$ cat src/rtl/mult_arbiter.sv
`default_nettype none
// ============================================================================
//  Module      : mult_arbiter
//  Description : Two-client round-robin arbiter in front of a shared
//                shift-and-add unsigned multiplier. One operation runs at a
//                time and takes a fixed WIDTH iterations.
//  Revision    : 1.0  initial release
// ============================================================================
module mult_arbiter #(
   parameter int WIDTH = 8
) (
   input  logic                 clk,
   input  logic                 rst,
   input  logic                 req0,
   input  logic                 req1,
   input  logic [WIDTH-1:0]     a0,
   input  logic [WIDTH-1:0]     b0,
   input  logic [WIDTH-1:0]     a1,
   input  logic [WIDTH-1:0]     b1,
   output logic                 ack0,
   output logic                 ack1,
   output logic                 done0,
   output logic                 done1,
   output logic [2*WIDTH-1:0]   product,
   output logic                 busy
);

   localparam int             CW          = $clog2(WIDTH + 1);
   localparam logic [1:0]     c_ST_IDLE   = 2'd0;
   localparam logic [1:0]     c_ST_BUSY   = 2'd1;
   localparam logic [1:0]     c_ST_DONE   = 2'd2;
   localparam logic [CW-1:0]  c_CNT_LAST  = CW'(WIDTH - 1);
   localparam logic [CW-1:0]  c_CNT_ONE   = CW'(1);

   logic [1:0]          r_state;
   logic [1:0]          w_state_nxt;
   logic                r_client;     // client owning the current operation
   logic                r_last;       // client granted most recently
   logic [WIDTH-1:0]    r_mplier;
   logic [2*WIDTH-1:0]  r_mcand;
   logic [2*WIDTH-1:0]  r_acc;
   logic [2*WIDTH-1:0]  r_product;
   logic [CW-1:0]       r_cnt;

   logic                w_req_any;
   logic                w_gnt_sel;
   logic                w_last_step;
   logic [2*WIDTH-1:0]  w_sum;

   assign w_req_any   = req0 | req1;
   // A lone requester wins; on a tie the client not served last wins.
   assign w_gnt_sel   = (req0 & req1) ? ~r_last : req1;
   assign w_last_step = (r_cnt == c_CNT_LAST);
   assign w_sum       = r_acc + (r_mplier[0] ? r_mcand : '0);

   // State register.
   always_ff @(posedge clk or negedge rst) begin
      if (!rst) begin
         r_state <= c_ST_IDLE;
      end else begin
         r_state <= w_state_nxt;
      end
   end

   // Next-state decode; unused encodings fall back to IDLE.
   always_comb begin
      w_state_nxt = c_ST_IDLE;
      case (r_state)
         c_ST_IDLE: w_state_nxt = w_req_any ? c_ST_BUSY : c_ST_IDLE;
         c_ST_BUSY: w_state_nxt = w_last_step ? c_ST_DONE : c_ST_BUSY;
         c_ST_DONE: w_state_nxt = c_ST_IDLE;
         default:   w_state_nxt = c_ST_IDLE;
      endcase
   end

   // Output decode: ack on the first BUSY cycle, done during DONE.
   always_comb begin
      busy  = (r_state != c_ST_IDLE);
      ack0  = 1'b0;
      ack1  = 1'b0;
      done0 = 1'b0;
      done1 = 1'b0;
      if (r_state == c_ST_BUSY && r_cnt == '0) begin
         ack0 = ~r_client;
         ack1 =  r_client;
      end
      if (r_state == c_ST_DONE) begin
         done0 = ~r_client;
         done1 =  r_client;
      end
   end

   // Grant capture and fixed-length shift-and-add datapath.
   always_ff @(posedge clk or negedge rst) begin
      if (!rst) begin
         r_client  <= 1'b0;
         r_last    <= 1'b1;
         r_mplier  <= '0;
         r_mcand   <= '0;
         r_acc     <= '0;
         r_product <= '0;
         r_cnt     <= '0;
      end else begin
         case (r_state)
            c_ST_IDLE: begin
               if (w_req_any) begin
                  r_client <= w_gnt_sel;
                  r_last   <= w_gnt_sel;
                  r_mplier <= w_gnt_sel ? a1 : a0;
                  r_mcand  <= {{WIDTH{1'b0}}, (w_gnt_sel ? b1 : b0)};
                  r_acc    <= '0;
                  r_cnt    <= '0;
               end
            end
            c_ST_BUSY: begin
               r_acc    <= w_sum;
               r_mcand  <= r_mcand << 1;
               r_mplier <= r_mplier >> 1;
               r_cnt    <= r_cnt + c_CNT_ONE;
               if (w_last_step) begin
                  r_product <= w_sum;
               end
            end
            default: begin
            end
         endcase
      end
   end

   assign product = r_product;

endmodule
`default_nettype wire

$ cat config.mk
export PLATFORM = sky130hd
export DESIGN_NAME = mult_arbiter
export DESIGN_NICKNAME = d
export VERILOG_FILES = /design/src/rtl/mult_arbiter.sv
export SDC_FILE = /design/constraint.sdc
export NUM_CORES = 1
export LEC_CHECK = 0
export BUFFER_PORTS_ARGS = -buffer_cell sky130_fd_sc_hd__clkbuf_2
export CORE_ASPECT_RATIO = 1.2
export CORE_MARGIN = 5
export CORE_UTILIZATION = 57
export CTS_CLUSTER_DIAMETER = 150
export CTS_CLUSTER_SIZE = 12
export DETAILED_ROUTE_END_ITERATION = 6
export GPL_TIMING_DRIVEN = 0
export PLACE_DENSITY = 0.83
export SYNTH_ARGS = -nofsm -noshare
export SYNTH_HDL_FRONTEND = slang
export SYNTH_SLANG_ARGS = --single-unit
$ cat constraint.sdc
create_clock -name clk -period 3.15 [get_ports clk]
set_clock_uncertainty 0.1 [all_clocks]
set_input_delay 0.4725 -clock clk [delete_from_list [all_inputs] [get_ports clk]]
set_output_delay 0.4725 -clock clk [all_outputs]
set_load 0.1 [all_outputs]
==> flow_metrics.py, run 1 <==
metrics = {
    "timing": {
        "tns_ns": 0,
        "rsz0062_at_grt": "no",
        "fin_crit_ns": 2.93,
        "drv_slew": 0,
        "holdWs_ns": 0.143,
        "fmax_ghz": 0.342,
        "report.final.setup_viol": 0,
        "relSlewSlack_pct": 43.7,
        "final.period_utilization_pct": 92.9,
        "hold_viol_final": 0,
        "worstMarginPinSlew_ns": 0.844,
    },
    "min_path": {
        "hold_path_class": "in -> async",
    },
    "routing": {
        "antenna_left": 0,
        "wl_per_cell_um": 15.7,
        "vias": 2824,
        "drt_pass1_iterations": 4,
        "routed_wl_mm": 7.80,
        "viasPerCell": 5.68,
        "drt_iter0_markers": 179,
        "drc_errors": 0,
    },
    "pwr": {
        "p_per_area_nw_per_um2": 1060,
        "power_switching_uw": 2170,
        "clkPwrFrac_pct": 15.3,
        "power_frac_comb_pct": 52.5,
        "pwr-share-seq_pct": 32.2,
        "ir_drop_mv": 0.619,
        "swShare_pct": 49.9,
        "power.leakage_uw": 0.00195,
        "p_int_uw": 2180,
    },
    "clock_network": {
        "clock-sinks": 64,
        "cts_max_path_buffers": 2,
        "cts-root-buf": "clkbuf_8",
        "cts_tree": "built",
        "htree_levels": 3,
        "clk_pin_slew_ns": 0.07,
        "cts_made_buffers": 9,
        "hold_buffers": 0,
        "clk_latency_ns": 0.34,
    },
    "yosys": {
        "syn-num-nets": 397,
        "ys_ff_latch": 64,
        "synth_area_leader_cell": "dfrtp_1",
        "synthFlopType": "dfrtp_1",
        "synth_cells": 343,
        "synth_area_per_cell_um2": 10.3,
        "synth-seq-area-share_pct": 45.6,
        "synthArstFlopShare_pct": 100,
        "synth_top_cells_by_area": "dfrtp_1 (45%), ha_1 (6.0%), mux2i_1 (5.7%)",
        "synthDistinctLibCells": 50,
        "synth_edf_count": 0,
        "netlist_area_um2": 3520,
        "synth_top_area_share_pct": 44.8,
        "ys.warnings.count": 0,
    },
    "die": {
        "die_w_um": 81.7,
        "io_pins": 57,
        "die_h_um": 96.1,
        "dieArea_um2": 7850,
        "start_util_pct": 58.5,
        "core_um2": 6010,
        "num_rows": 31,
    },
    "worst_setup_path": {
        "cp.arrival_ns": 3.04,
        "crit_chain": "and2_1 > ha_1 > fa_1 > a211oi_1 > o21a_1 > nor3_1 > a2111oi_2 > mux2i_1 > o21ai_1",
        "r2r_cells": 9,
        "worstSetupPathType": "reg -> reg",
        "crit_slowest_cell": "dfrtp_1",
        "start_kind": "flop",
        "endpoint_kind": "flop",
        "worstPathRequired_ns": 3.27,
        "max_stage_delay_ns": 0.47,
        "crit_fanout": 8,
        "cp-startpoint": "r_mplier[0]",
        "r2r_start": "r_mplier[0]",
    },
    "global_route": {
        "grt_util_all_layers_pct": 22.0,
        "antenna_found_initial": 0,
        "grt_overflow": 0,
        "grt_max_degree": 65,
        "grt_pass1_vias": 2846,
        "grt_pass1_wl_mm": 13.0,
    },
    "placement": {
        "portBuffers": 56,
        "dpl_cell_area_um2": 3900,
        "dp_hpwl_mm": 5.80,
        "gp_congestion": 0.877,
    },
    "layout": {
        "finalInstanceArea_um2": 4090,
        "nets": 464,
        "syn_to_final_growth_pct": 16.3,
        "fillers": 460,
        "diodes": 0,
        "drive_above_1_share_pct": 21.9,
        "fin_util_pct": 68.1,
    },
    "job": {
        "maxCapViolCount": 0,
    },
    "run_status": {
        "status": "completed",
    },
}
-- synthesized netlist by cell type, types with 3 or more instances --
master / number
and2_1: 16
o21ai_0: 34
a22oi_1: 14
clkbuf_1: 13
dfrtp_1: 63
inv_1: 4
xnor2_1: 7
buf_2: 3
a22o_1: 18
nand3_1: 7
nor3_1: 3
ha_1: 17
a21oi_1: 14
nor2b_1: 3
nand2_1: 32
mux2_2: 7
xor2_1: 5
mux2i_1: 20
nor2_1: 18
o21ai_1: 5
-- repair_timing --
action / in CTS / in global routing
resized for setup: 1 / 4
buffers inserted: 0 / 0
setup endpoints to repair: 2 / 2
cloned: 0 / 0
-- layout by cell type, fill, tap and decap left out, types with 3 or more instances in the layout --
master and count:
and2_1 16, buf_2 3, clkbuf_8 9, ha_1 17, nor2b_1 3, clkbuf_1 16
clkbuf_2 54, mux2_2 7, a22o_1 18, inv_1 4, dfrtp_1 63, nor3_1 3
xnor2_1 7, o21ai_0 34, a21oi_1 14, nor2_1 18, clkbuf_4 3, nand2_1 32
nand3_1 7, xor2_1 5, mux2i_1 20, a22oi_1 14, o21ai_1 5
-- sequential cells by signal, summed over array words and instances (netlist names) --
name / cells
r_cnt: 4
r_last: 1
r_state: 2
r_mcand: 16
r_mplier: 8
r_acc: 16
r_client: 1
product: 16
-- kinds of logic after synthesis --
group	share of synthesized area, %
mux	7.93
flops	45.6
compound gates	22.3
simple gates	12.2
fa+ha+maj	6.61
xor+xnor	2.99
buf+inv	2.45
-- worst max-delay path, delay by kind of cell (launching register included) --
| kind | cells | cell delay [ns] |
|---|---|---|
| flip-flops | 1 | 0.47 |
| adder cells (fa/ha/maj) | 2 | 0.67 |
| AND/OR/NAND/NOR | 2 | 0.26 |
| multiplexers | 1 | 0.32 |
| AO/OA/AOI/OAI | 4 | 0.97 |
-- stage by stage --
stage	instances	setup WS [ns]	power, uW
after floorplan	343	-0.0511	3200
after global placement	481	0.312	3600
after detailed placement	481	0.247	3680
after CTS	497	0.112	4360
after global routing	497	0.0689	4620
final	497	0.223	4340
-- power by group through the flow --
stage                     Combinational, uW  Sequential, uW  Clock, uW
after floorplan                        1180            2020          0
after global placement                 2210            1390          0
after detailed placement               2280            1400          0
after CTS                              2290            1390        677
after global routing                   2470            1430        722
final                                  2280            1400        664
-- per-layer routing --
| layer | share of wire [%] | GRT usage [%] |
|---|---|---|
| met5 | 0 | 0 |
| met4 | 2.8 | 10.5 |
| met1 | 44 | 28.7 |
| met3 | 4.7 | 4.59 |
| met2 | 48 | 34.9 |
-- worst paths after layout --
path / end / slack [ns]
setup / recovery: product[14] / 0.22
hold / removal: r_mplier[7] / 0.14
setup reg to reg: product[14] / 0.22
hold reg to reg: product[1] / 0.38
max in group asynchronous: product[8] / 2.24
min in group clk: r_mplier[3] / 0.32
-- area by class of cell --
| type | count | area (um^2) | area share (%) |
|---|---|---|---|
| multi-input combinational | 257 | 1830 | 44.7 |
| clock inverter | 3 | 42.5 | 1.04 |
| clock buffer | 13 | 139 | 3.39 |
| tap | 82 | 103 | 2.51 |
| sequential | 64 | 1600 | 39.2 |
| buffer | 17 | 68.8 | 1.68 |
| inverter | 5 | 18.8 | 0.459 |
| timing repair buffer | 56 | 288 | 7.03 |
(Power assumes the default switching activity.)
==> run 2, diff against run 1 <==
--- a/config.mk
+++ b/config.mk
@@ -8,12 +8,13 @@
 export BUFFER_PORTS_ARGS = -buffer_cell sky130_fd_sc_hd__clkbuf_2
 export CORE_ASPECT_RATIO = 1.2
 export CORE_MARGIN = 5
-export CORE_UTILIZATION = 57
+export CORE_UTILIZATION = 59
+export CTS_BUF_LIST = sky130_fd_sc_hd__clkbuf_4
 export CTS_CLUSTER_DIAMETER = 150
 export CTS_CLUSTER_SIZE = 12
 export DETAILED_ROUTE_END_ITERATION = 6
 export GPL_TIMING_DRIVEN = 0
-export PLACE_DENSITY = 0.83
+export PLACE_DENSITY = 0.86
 export SYNTH_ARGS = -nofsm -noshare
 export SYNTH_HDL_FRONTEND = slang
 export SYNTH_SLANG_ARGS = --single-unit
==> constraint.sdc (replaced) <==
create_clock -name clk -period 3.15 [get_ports clk]
set_clock_uncertainty 0.1 [all_clocks]
set_input_delay 0.4725 -clock clk [delete_from_list [all_inputs] [get_ports clk]]
set_output_delay 0.4725 -clock clk [all_outputs]
set_load 0.005 [all_outputs]
==> run 2 against run 1 <==
Compared with the run above:
- wire length grew 1.4%
- utilization grew 1.7 points
- sequential power is essentially flat
- global-route usage grew 0.98 points
- die area shrank 3.0%
- setup slack gained 0.032 ns
- critical endpoint is now r_acc[14]
- flip-flop and latch count is the same
- non-clock buffer count is the same
- highest routed layer unchanged
- maximum frequency grew 1.1%
- sequential share of layout area grew 0.86 points
- largest cell class unchanged
- count of clock-buffer cells in the layout shrank 3
- total power shrank 23%
==> flow_metrics.py, run 2 (same netlist as run 1, synthesis figures left out) <==
metrics = {
    "die": {
        "die_h_um": 94.6,
        "core_um2": 5740,
        "num_rows": 30,
        "io_pins": 57,
        "die_w_um": 80.5,
        "start_util_pct": 61.3,
        "dieArea_um2": 7610,
    },
    "clock_network": {
        "cts_made_buffers": 9,
        "htree_levels": 3,
        "cts_resized": 0,
        "cts_max_path_buffers": 2,
        "clock-sinks": 64,
        "clk_latency_ns": 0.42,
        "cts_tree": "built",
        "clk_pin_slew_ns": 0.11,
        "hold_buffers": 0,
        "cts-root-buf": "clkbuf_4",
        "post-cts-setup-buffers": 0,
    },
    "placement": {
        "dp_hpwl_mm": 6.03,
        "portBuffers": 56,
        "gp_congestion": 0.829,
    },
    "global_route": {
        "grt_max_degree": 65,
        "antenna_found_initial": 0,
        "grt_pass1_wl_mm": 13.4,
        "grt_util_all_layers_pct": 23.0,
        "grt_overflow": 0,
        "grt_pass1_vias": 2860,
    },
    "timing": {
        "tns_ns": 0,
        "fmax_ghz": 0.345,
        "worstMarginPinSlew_ns": 0.852,
        "report.final.setup_viol": 0,
        "relSlewSlack_pct": 43.2,
        "final.period_utilization_pct": 91.9,
        "fin_crit_ns": 2.90,
        "rsz0062_at_grt": "no",
        "hold_viol_final": 0,
        "drv_slew": 0,
    },
    "pwr": {
        "power.leakage_uw": 0.00193,
        "ir_drop_mv": 0.447,
        "p_per_area_nw_per_um2": 834,
    },
    "routing": {
        "wl_per_cell_um": 16.0,
        "drt_pass1_iterations": 5,
        "vias": 2894,
        "routed_wl_mm": 7.91,
        "drc_errors": 0,
        "viasPerCell": 5.85,
        "antenna_left": 0,
        "drt_iter0_markers": 122,
    },
    "job": {
        "maxCapViolCount": 0,
    },
    "worst_setup_path": {
        "crit_fanout": 8,
        "crit_chain": "and2_1 > ha_1 > fa_1 > a211oi_1 > o21a_1 > nor3_1 > a2111oi_2 > mux2i_1 > o21ai_1",
        "regToRegSetupSlack_ns": 0.25,
        "endpoint_kind": "flop",
        "crit_slowest_cell": "dfrtp_1",
        "worstSetupPathType": "reg -> reg",
        "start_kind": "flop",
        "cp.arrival_ns": 3.09,
        "r2r_start": "r_mplier[0]",
        "max_stage_delay_ns": 0.46,
        "worstPathRequired_ns": 3.34,
        "worstReg2RegEnd": "r_acc[14]",
        "r2r_cells": 9,
    },
    "layout": {
        "final_cell_mix": "dfrtp_1 (63), clkbuf_2 (56), o21ai_0 (34)",
        "syn_to_final_growth_pct": 13.8,
        "fin_util_pct": 69.7,
        "diodes": 0,
        "drive_above_1_share_pct": 22.2,
        "layout_commonest_cell": "dfrtp_1",
        "nets": 464,
    },
    "run_status": {
        "status": "completed",
    },
    "min_path": {
        "hold_path_class": "in -> async",
    },
}
run 2: cell types whose count changed in the layout (fill, tap and decap cells not counted), sizes merged:
cell and delta:
clkbuf -3, clkinv +5, clkinvlp -1, bufinv -1
run 2: area by class of cell:
class | count | area, um^2
buffer | 17 | 68.8
clock buffer | 10 | 75.1
clock inverter | 6 | 26.3
fill | 456 | 1740
inverter | 5 | 18.8
multi-input combinational | 257 | 1830
sequential | 64 | 1600
tap | 80 | 100
timing repair buffer | 56 | 283
run 2: routing by layer:
layer | part of all wire [%] | global-route usage [%] | routed length [um] | up-vias
met5 | 0 | 0 | 0 | -
met4 | 2.6 | 11.7 | 202 | 0
met1 | 43 | 30.2 | 3440 | 1390
met3 | 4.9 | 4.48 | 388 | 20
met2 | 49 | 36.2 | 3880 | 99
li1 | - | - | - | 1385
run 2: where the power goes:
group / internal (uW) / switching, uW / leakage, uW
Combinational: 645 / 843 / 0.00105
Clock: 159 / 292 / 0.0000624
Sequential: 1160 / 239 / 0.000811
run 2: worst max path at each step:
stage,start,endpoint,slack (ns),depth (start not counted)
global route,r_mplier[0],r_acc[14],0.06,9
CTS,r_state[0],ack1,0.10,6
detailed placement,r_mplier[0],r_acc[14],0.30,9
floorplan,r_mplier[0],r_acc[14],0.59,9
global placement,r_mplier[0],r_acc[14],0.31,9
finish,r_mplier[0],r_acc[14],0.25,9
run 2: critical path, delay by kind of cell (launching register included):
kind                       cells  cell delay (ns)
DFF                            1             0.46
and+or+nand+nor                2             0.26
AOI/OAI and AO/OA              4             0.96
muxes                          1             0.31
adders and majority gates      2             0.68
run 2: through the flow:
step	cells	area, um^2	hold slack, ns	power [uW]	setup WS, ns
after floorplan	343	3520	0.0769	2420	0.594
after global placement	479	3900	0.358	2810	0.307
after detailed placement	479	3900	0.365	2900	0.295
after CTS	495	4000	0.0933	3350	0.104
after global routing	495	4000	0.133	3600	0.0594
final	495	4000	0.0580	3340	0.255
